$ cat config.mk
export PLATFORM = sky130hd
export DESIGN_NAME = updown_counter_n
export DESIGN_NICKNAME = d
export VERILOG_FILES = /design/src/rtl/updown_counter_pkg.sv /design/src/rtl/updown_next_state.sv /design/src/rtl/updown_counter_n.sv
export SDC_FILE = /design/constraint.sdc
export NUM_CORES = 1
export LEC_CHECK = 0
export BUFFER_PORTS_ARGS = -buffer_cell sky130_fd_sc_hd__buf_2
export CORE_AREA = 8 8 45 47
export DETAILED_ROUTE_END_ITERATION = 10
export DIE_AREA = 0 0 53 55
export PLACE_DENSITY = 0.51
export REMOVE_ABC_BUFFERS = 1
export SLEW_MARGIN = 20
export SYNTH_ARGS = -nofsm -noshare
export SYNTH_HDL_FRONTEND = slang
export SYNTH_SLANG_ARGS = --single-unit
$ cat constraint.sdc
create_clock -name clock -period 2.7 [get_ports clock]
set_input_delay 0.135 -clock clock [delete_from_list [all_inputs] [get_ports clock]]
set_output_delay 0.135 -clock clock [all_outputs]
set_load 0.05 [all_outputs]
$ cat src/rtl/updown_counter_pkg.sv
// Shared definitions for the modulo-N up/down counter.
// Holds the direction encoding, the operation encoding used by the
// per-edge priority decode, the default-modulus constant function and
// the parallel-load clamp function.
package updown_counter_pkg;

  // Direction encoding on the updown input and the dir_q output.
  localparam logic DIR_UP   = 1'b1;
  localparam logic DIR_DOWN = 1'b0;

  // Widest counter supported; helper functions work at MAX_WIDTH+1 bits
  // so that a modulus of 2**32 is still representable.
  localparam int unsigned MAX_WIDTH = 32;

  typedef logic [MAX_WIDTH:0] wide_t;

  // Operation selected on a clock edge once clear is inactive.
  typedef enum logic [1:0] {
    OP_HOLD  = 2'd0,
    OP_LOAD  = 2'd1,
    OP_COUNT = 2'd2
  } op_e;

  // Full binary range of a WIDTH-bit counter: 2**width.
  function automatic longint unsigned default_modulus(input int unsigned width);
    return 64'd1 << width;
  endfunction

  // Parallel-load value limited to the top of the count range.
  function automatic wide_t clamp_load(input wide_t value, input wide_t modulus);
    wide_t result;
    if (value >= modulus) begin
      result = modulus - 33'd1;
    end else begin
      result = value;
    end
    return result;
  endfunction

endpackage : updown_counter_pkg

$ cat src/rtl/updown_next_state.sv
// Combinational step logic of the up/down counter.
// Given the present count and the direction it returns the count after
// one counting step and flags whether that step met a range boundary.
// Build option: define COUNTER_SATURATE_EN to hold at the boundaries
// instead of wrapping around.
module updown_next_state
  import updown_counter_pkg::*;
#(
  parameter int              WIDTH   = 3,
  parameter longint unsigned MODULUS = default_modulus(WIDTH)
) (
  input  logic [WIDTH-1:0] count_i,
  input  logic             updown_i,
  output logic [WIDTH-1:0] next_o,
  output logic             hit_o
);

  // Highest legal count, carried at WIDTH+1 bits like every intermediate.
  localparam logic [WIDTH:0] TOP_W = (WIDTH+1)'(MODULUS - 64'd1);

  logic [WIDTH:0] count_ext_s;
  logic [WIDTH:0] next_ext_s;
  logic           next_msb_unused_s;

  // Step by one in the requested direction, handling both range ends.
  always_comb begin
    count_ext_s = {1'b0, count_i};
    next_ext_s  = count_ext_s;
    hit_o       = 1'b0;
    case (updown_i)
      DIR_UP: begin
        if (count_ext_s >= TOP_W) begin
          hit_o = 1'b1;
`ifdef COUNTER_SATURATE_EN
          next_ext_s = count_ext_s;
`else
          next_ext_s = {(WIDTH+1){1'b0}};
`endif
        end else begin
          next_ext_s = count_ext_s + {{WIDTH{1'b0}}, 1'b1};
        end
      end
      DIR_DOWN: begin
        if (count_ext_s == {(WIDTH+1){1'b0}}) begin
          hit_o = 1'b1;
`ifdef COUNTER_SATURATE_EN
          next_ext_s = count_ext_s;
`else
          next_ext_s = TOP_W;
`endif
        end else begin
          next_ext_s = count_ext_s - {{WIDTH{1'b0}}, 1'b1};
        end
      end
      default: begin
        next_ext_s = count_ext_s;
        hit_o      = 1'b0;
      end
    endcase
    next_o = next_ext_s[WIDTH-1:0];
  end

  // The extra bit never sets because every step stays within 0..MODULUS-1.
  assign next_msb_unused_s = next_ext_s[WIDTH];

endmodule : updown_next_state

$ cat src/rtl/updown_counter_n.sv
// Modulo-N up/down counter with parallel load, boundary pulse and
// registered direction.
// Per edge priority: clear (async, active-low), then load, then enable.
// Build option: define COUNTER_SATURATE_EN to saturate at the range ends
// instead of wrapping (handled inside updown_next_state).
module updown_counter_n
  import updown_counter_pkg::*;
#(
  parameter int              WIDTH   = 3,
  parameter longint unsigned MODULUS = default_modulus(WIDTH)
) (
  input  logic             clock,
  input  logic             clear,
  input  logic             enable,
  input  logic             updown,
  input  logic             load,
  input  logic [WIDTH-1:0] load_value,
  output logic [WIDTH-1:0] q,
  output logic             carry,
  output logic             dir_q
);

  localparam wide_t MODULUS_W = wide_t'(MODULUS);

  logic [WIDTH-1:0]           count_q;
  logic [WIDTH-1:0]           count_d;
  logic                       carry_q;
  logic                       carry_d;
  logic                       direction_q;
  logic                       direction_d;

  logic [WIDTH-1:0]           step_next_s;
  logic                       step_hit_s;
  op_e                        op_s;

  wide_t                      load_ext_s;
  wide_t                      clamp_wide_s;
  logic [WIDTH-1:0]           load_clamped_s;
  logic [MAX_WIDTH-WIDTH:0]   clamp_hi_unused_s;

  // Counting step (wrap or saturate) computed from the present count.
  updown_next_state #(
    .WIDTH   (WIDTH),
    .MODULUS (MODULUS)
  ) u_next_state (
    .count_i  (count_q),
    .updown_i (updown),
    .next_o   (step_next_s),
    .hit_o    (step_hit_s)
  );

  // Widen the load value, clamp it to MODULUS-1 and narrow it back.
  always_comb begin
    load_ext_s        = {{(MAX_WIDTH+1-WIDTH){1'b0}}, load_value};
    clamp_wide_s      = clamp_load(load_ext_s, MODULUS_W);
    load_clamped_s    = clamp_wide_s[WIDTH-1:0];
    clamp_hi_unused_s = clamp_wide_s[MAX_WIDTH:WIDTH];
  end

  // Resolve load-over-enable priority into a single operation code.
  always_comb begin
    op_s = OP_HOLD;
    if (load) begin
      op_s = OP_LOAD;
    end else if (enable) begin
      op_s = OP_COUNT;
    end else begin
      op_s = OP_HOLD;
    end
  end

  // Next register values; carry defaults low so it only pulses on a hit.
  always_comb begin
    count_d     = count_q;
    carry_d     = 1'b0;
    direction_d = direction_q;
    case (op_s)
      OP_LOAD: begin
        count_d = load_clamped_s;
      end
      OP_COUNT: begin
        count_d     = step_next_s;
        carry_d     = step_hit_s;
        direction_d = updown;
      end
      OP_HOLD: begin
        count_d = count_q;
      end
      default: begin
        count_d     = count_q;
        carry_d     = 1'b0;
        direction_d = direction_q;
      end
    endcase
  end

  // State registers; clear forces the idle state regardless of the clock.
  always_ff @(posedge clock or negedge clear) begin
    if (!clear) begin
      count_q     <= {WIDTH{1'b0}};
      carry_q     <= 1'b0;
      direction_q <= DIR_UP;
    end else begin
      count_q     <= count_d;
      carry_q     <= carry_d;
      direction_q <= direction_d;
    end
  end

  assign q     = count_q;
  assign carry = carry_q;
  assign dir_q = direction_q;

endmodule : updown_counter_n

; Word-level counts from Yosys, hierarchy flattened
; Cells that the tools add are included.
[totals]
in_bits = 8
register_bits = 5
out_inout_bits = 5
elab_cells = 21
[classes]
bitwise_logic = 1
eq_ne = 2
n_mux = 10
n_lt_le_gt_ge = 1
reduce_logical = 2
n_addsub = 2
[ops]
columns = op, n
row1 = case mux 3 bit (2 select lines), 2
row2 = two-way mux 3 bit, 2
row3 = two-way mux 2 bit, 2
row4 = adder 3 x 1 -> 3 bit (second input constant), 1
row5 = >= comparator 3 bit (second input constant), 1
row6 = zero test 3 bit, 1
row7 = two-way mux 1 bit, 3
row8 = subtractor 3 x 1 -> 3 bit (second input constant), 1
row9 = == test 2 x 1 -> 1 bit (second input constant), 1
row10 = == test 2 bit (second input constant), 1
row11 = case mux 1 bit (2 select lines), 1
row12 = nonzero test 2 bit, 1
row13 = NOT 1 bit, 1

; Logic depth before layout (Yosys ltp)
[logic_depth]
ltp_word = 4
ltp_mapped = 5
ltp_nobuf = 5

; Modules after synthesis
; Synthesis repeated with hierarchy kept, for this count alone.
[unflattened]
cells_unflattened = 35
area_unflattened_um2 = 340.3
[by_module_without_submodules]
columns = mod, seq_area_each_um2, n_inst, area_each_um2, cells_each
row1 = updown_counter_n, 126.4, 1, 211.5, 18
row2 = updown_next_state, 0.0, 1, 128.9, 17

; Least setup slack after synthesis
; OpenSTA, ideal clock, no wires.
[synth_timing]
kind = register to register
from = register count_q[0], in the netlist q[0]
to = register count_q[2], in the netlist q[2]
setup_time_ns = 0.074
slack_ns = 1.089
synth_period_minus_slack_ns = 1.611
path_buffers = 0
arrival_ns = 1.537
stages_incl_launch_ff = 6
required_time_ns = 2.626
path_cell_list = dfrtp_1 > ha_1 > ha_1 > a31o_2 > o211a_1 > o21ai_2
[synth_between]
elab_chain_len = 4
elab_cells_between_ends = 8
classes_between = add/sub: 2 / order compare: 1 / mux: 4 / reduce/logical: 1
[synth_lines]
columns = element, line
row1 = from (decl), updown_counter_n.sv:25  ; logic [WIDTH-1:0] count_q;
row2 = from (signal assigned), updown_counter_n.sv:100  ; count_q <= {WIDTH{1'b0}};
row3 = from (signal assigned), updown_counter_n.sv:104  ; count_q <= count_d;
row4 = subtractor 3 x 1 -> 3 bit (tied with other cells), updown_next_state.sv:52  ; next_ext_s = count_ext_s - {{WIDTH{1'b0}}, 1'b1};
row5 = two-way mux 3 bit (on tied branches), "updown_next_state.sv:44, updown_next_state.sv:32"
row6 = case mux 3 bit (2 select lines) (*), updown_next_state.sv:30  ; case (updown_i)
row7 = case mux 3 bit (2 select lines) (*), updown_counter_n.sv:77  ; case (op_s)
; Every way passes the cells marked *; elsewhere a longest branch is shown, timed or not.
; A chain may end at the register's enable or synchronous reset.

; Worst setup path after layout
; Same ends and word-level chain as after synthesis.

==> metrics.yaml <==
hold_path:
  min_to: "q[0]$_DFFE_PN0P_"
  worstHoldStart: "load_value[0]"
  min_path_cells: 3
  min_path_type: "input port to register"
clock_tree:
  clockRootBuffer: "clkbuf_4"
  cts_setup_buffers: 0
  cts_tree: "yes"
  clk_latency_ns: 0.25
  h-tree-depth: 1
  cts_buffers: 3
  cts.path.max_buffers: 2
  clkSlewWorstSetupHoldPaths_ns: 0.05
  clock-sinks: 5
critical_path:
  cp_slowest_cell: "dfrtp_1"
  critPathMaxFanout: 6
  cpPeakStageDelay_ns: 0.42
  reg2reg_to: "q[2]$_DFFE_PN0P_"
  end_kind: "register"
  path_depth: 5
  arrival_ns: 1.59
  ff2ff_path_depth: 5
  worstSetupPathType: "register to register"
  path_cells: "ha_1, ha_1, a31o_2, o211a_1, o21ai_2"
  ff2ff_setup_slack_ns: 1.29
  startpoint_type: "register"
  cpMostUsedCell: "ha_1"
  crit_buf_inv: 0
  path_delay_family: "compound AO/OA/AOI/OAI gates"
  cp.required_ns: 2.88
  r2r-start: "q[0]$_DFFE_PN0P_"
logic_synthesis:
  ys_warn_count: 0
  synthCells: 34
  synth_area_leaders: "dfrtp_1 28%, ha_1 14%, dfstp_2 7.5%, nor3b_2 3.6%, buf_6 3.2%"
  synth_edf_count: 0
  async_flop_share_pct: 100
  synth.largest_area_cell: "dfrtp_1"
  ys.flop_type: "dfrtp_1"
  synth-seq-cells: 5
  synth_top_area_share_pct: 28.5
  synth-seq-area-share_pct: 35.9
  synthDistinctLibCells: 23
  synthesis.area_sq_um: 352
  synth.avg_cell_area_sq_um: 10.3
routing:
  wl_per_cell_um: 12.2
  totalWireLength_um: 802
  initialDrtViolationCount: 4
  vias_per_cell: 4.55
  antenna_left: 0
  vias: 300
  first_pass_iters: 3
  drc: 0
floorplan:
  dieHeight_um: 55
  start_util_pct: 25.4
  ios: 13
  die_w_um: 53
  die_area_sq_um: 2920
  rows: 14
  coreArea_sq_um: 1380
timing:
  final_hold_viol_count: 0
  period_minus_slack_ns: 1.41
  max_slew_margin_pct: 84.1
  tightest_slew_ns: 0.237
  rsz0062_at_grt: "false"
  fin_setup_tns_ns: 0
  final_max_slew_viol_count: 0
  fin_skew_ns: 0.00444
  setup_viol: 0
  fin_crit_sh_pct: 52.4
  fmax_mhz: 707
place:
  portBuffers: 12
  hpwlAfterDp_um: 622
  gp_congestion: 0.739
  dp.cells: 61
power_and_ir_drop:
  power.total_uw: 282
  p_leak_nw: 0.225
  vdd_drop_max_mv: 0.277
  pwr_density_cell_nw_per_um2: 617
global_route:
  grt_usage_pct: 6.47
  grt_pass1_vias: 293
  grt_max_degree: 9
  overflow: 0
  antenna_found_initial: 0
  grt_pass1_wl_mm: 1.32
run_status:
  status: "completed"
run:
  maxCapViolCount: 0
layout:
  drive_above_1_share_pct: 40.0
  fin_nets: 63
  fillCellCount: 145
  area_growth_pct: 29.9
  instances_no_fill: 66
  diodes: 0
-- logic make-up after synthesis --
logic type	share of synthesized area [%]
compound gates	16.7
xor+xnor	2.49
fa+ha+maj	14.2
buf+inv	5.34
flops	35.9
mux	6.05
simple gates	19.2
-- cells in the mapped netlist, types with 2 or more instances --
library cell	count
nand2_1	3
ha_1	4
dfrtp_1	4
a21oi_1	2
nor2_1	2
inv_1	2
-- power breakdown --
| part | switching [mW] | internal (mW) | total [mW] |
|---|---|---|---|
| combinational | 0.0617 | 0.0348 | 0.0965 |
| clock | 0.0324 | 0.0560 | 0.0884 |
| sequential | 0.0112 | 0.0856 | 0.0968 |
-- per-layer routing --
layer | vias to the layer above | global-route usage (%) | part of all wire (%) | wire (um)
li1 | 153 | - | - | -
met5 | - | 0 | 0 | 0
met4 | 0 | 5.17 | 2.6 | 21
met1 | 133 | 7.67 | 46 | 370
met3 | 2 | 3.48 | 13 | 108
met2 | 12 | 8.40 | 38 | 301
-- worst register-to-register path, stage by stage, from the launching register on --
cell and delay [ns]:
dfrtp_1 0.42, ha_1 0.23, ha_1 0.19, a31o_2 0.22
o211a_1 0.23, o21ai_2 0.05
-- cells in the final DEF, fill, tap and decap left out, types with 2 or more instances in the layout --
master    count
a21oi_1       2
buf_2        12
clkbuf_4      3
dfrtp_1       4
ha_1          4
inv_1         2
nand2_1       3
nor2_1        2
-- area by class of cell --
cell class	count	area (sq um)	area share [%]
Inverter	2	7.51	1.64
Timing Repair Buffer	13	70.1	15.3
Tap cell	16	20.0	4.38
Clock buffer	4	26.3	5.75
Sequential cell	5	126	27.7
Multi-Input combinational cell	26	206	45.2
-- sequential cells by signal, indices dropped and copies added, names as in the netlist --
| signal | cells |
|---|---|
| q | 3 |
| dir_q | 1 |
| carry | 1 |
-- per-stage QoR --
| stage | setup slack (ns) | hold slack, ns | utilization, % | cell area [sq um] |
|---|---|---|---|---|
| after CTS | 1.29 | 0.0805 | 33.0 | 457 |
| after floorplan | 1.09 | -0.161 | - | 340 |
| final | 1.29 | 0.0886 | 33.0 | 457 |
| after global routing | 1.21 | 0.108 | 33.0 | 457 |
| after detailed placement | 1.30 | -0.0383 | 30.4 | 420 |
| after global placement | 1.30 | -0.0388 | 30.4 | 420 |
-- timing repair --
action / CTS / global route
endpoints found under the hold margin: 5 / 0
endpoints found under the setup margin: 0 / 0
resized for setup: 0 / 0
hold buffers: 1 / 0
-- how the worst max path moves through the flow --
stage / to / start
5_1_grt: q[2]$_DFFE_PN0P_ / q[0]$_DFFE_PN0P_
2_1_floorplan: q[2]$_DFFE_PN0P_ / q[0]$_DFFE_PN0P_
4_1_cts: q[2]$_DFFE_PN0P_ / q[0]$_DFFE_PN0P_
3_5_place_dp: q[2]$_DFFE_PN0P_ / q[0]$_DFFE_PN0P_
3_3_place_gp: q[2]$_DFFE_PN0P_ / q[0]$_DFFE_PN0P_
6_report: q[2]$_DFFE_PN0P_ / q[0]$_DFFE_PN0P_
No activity file was read; power rests on OpenSTA's default activity.
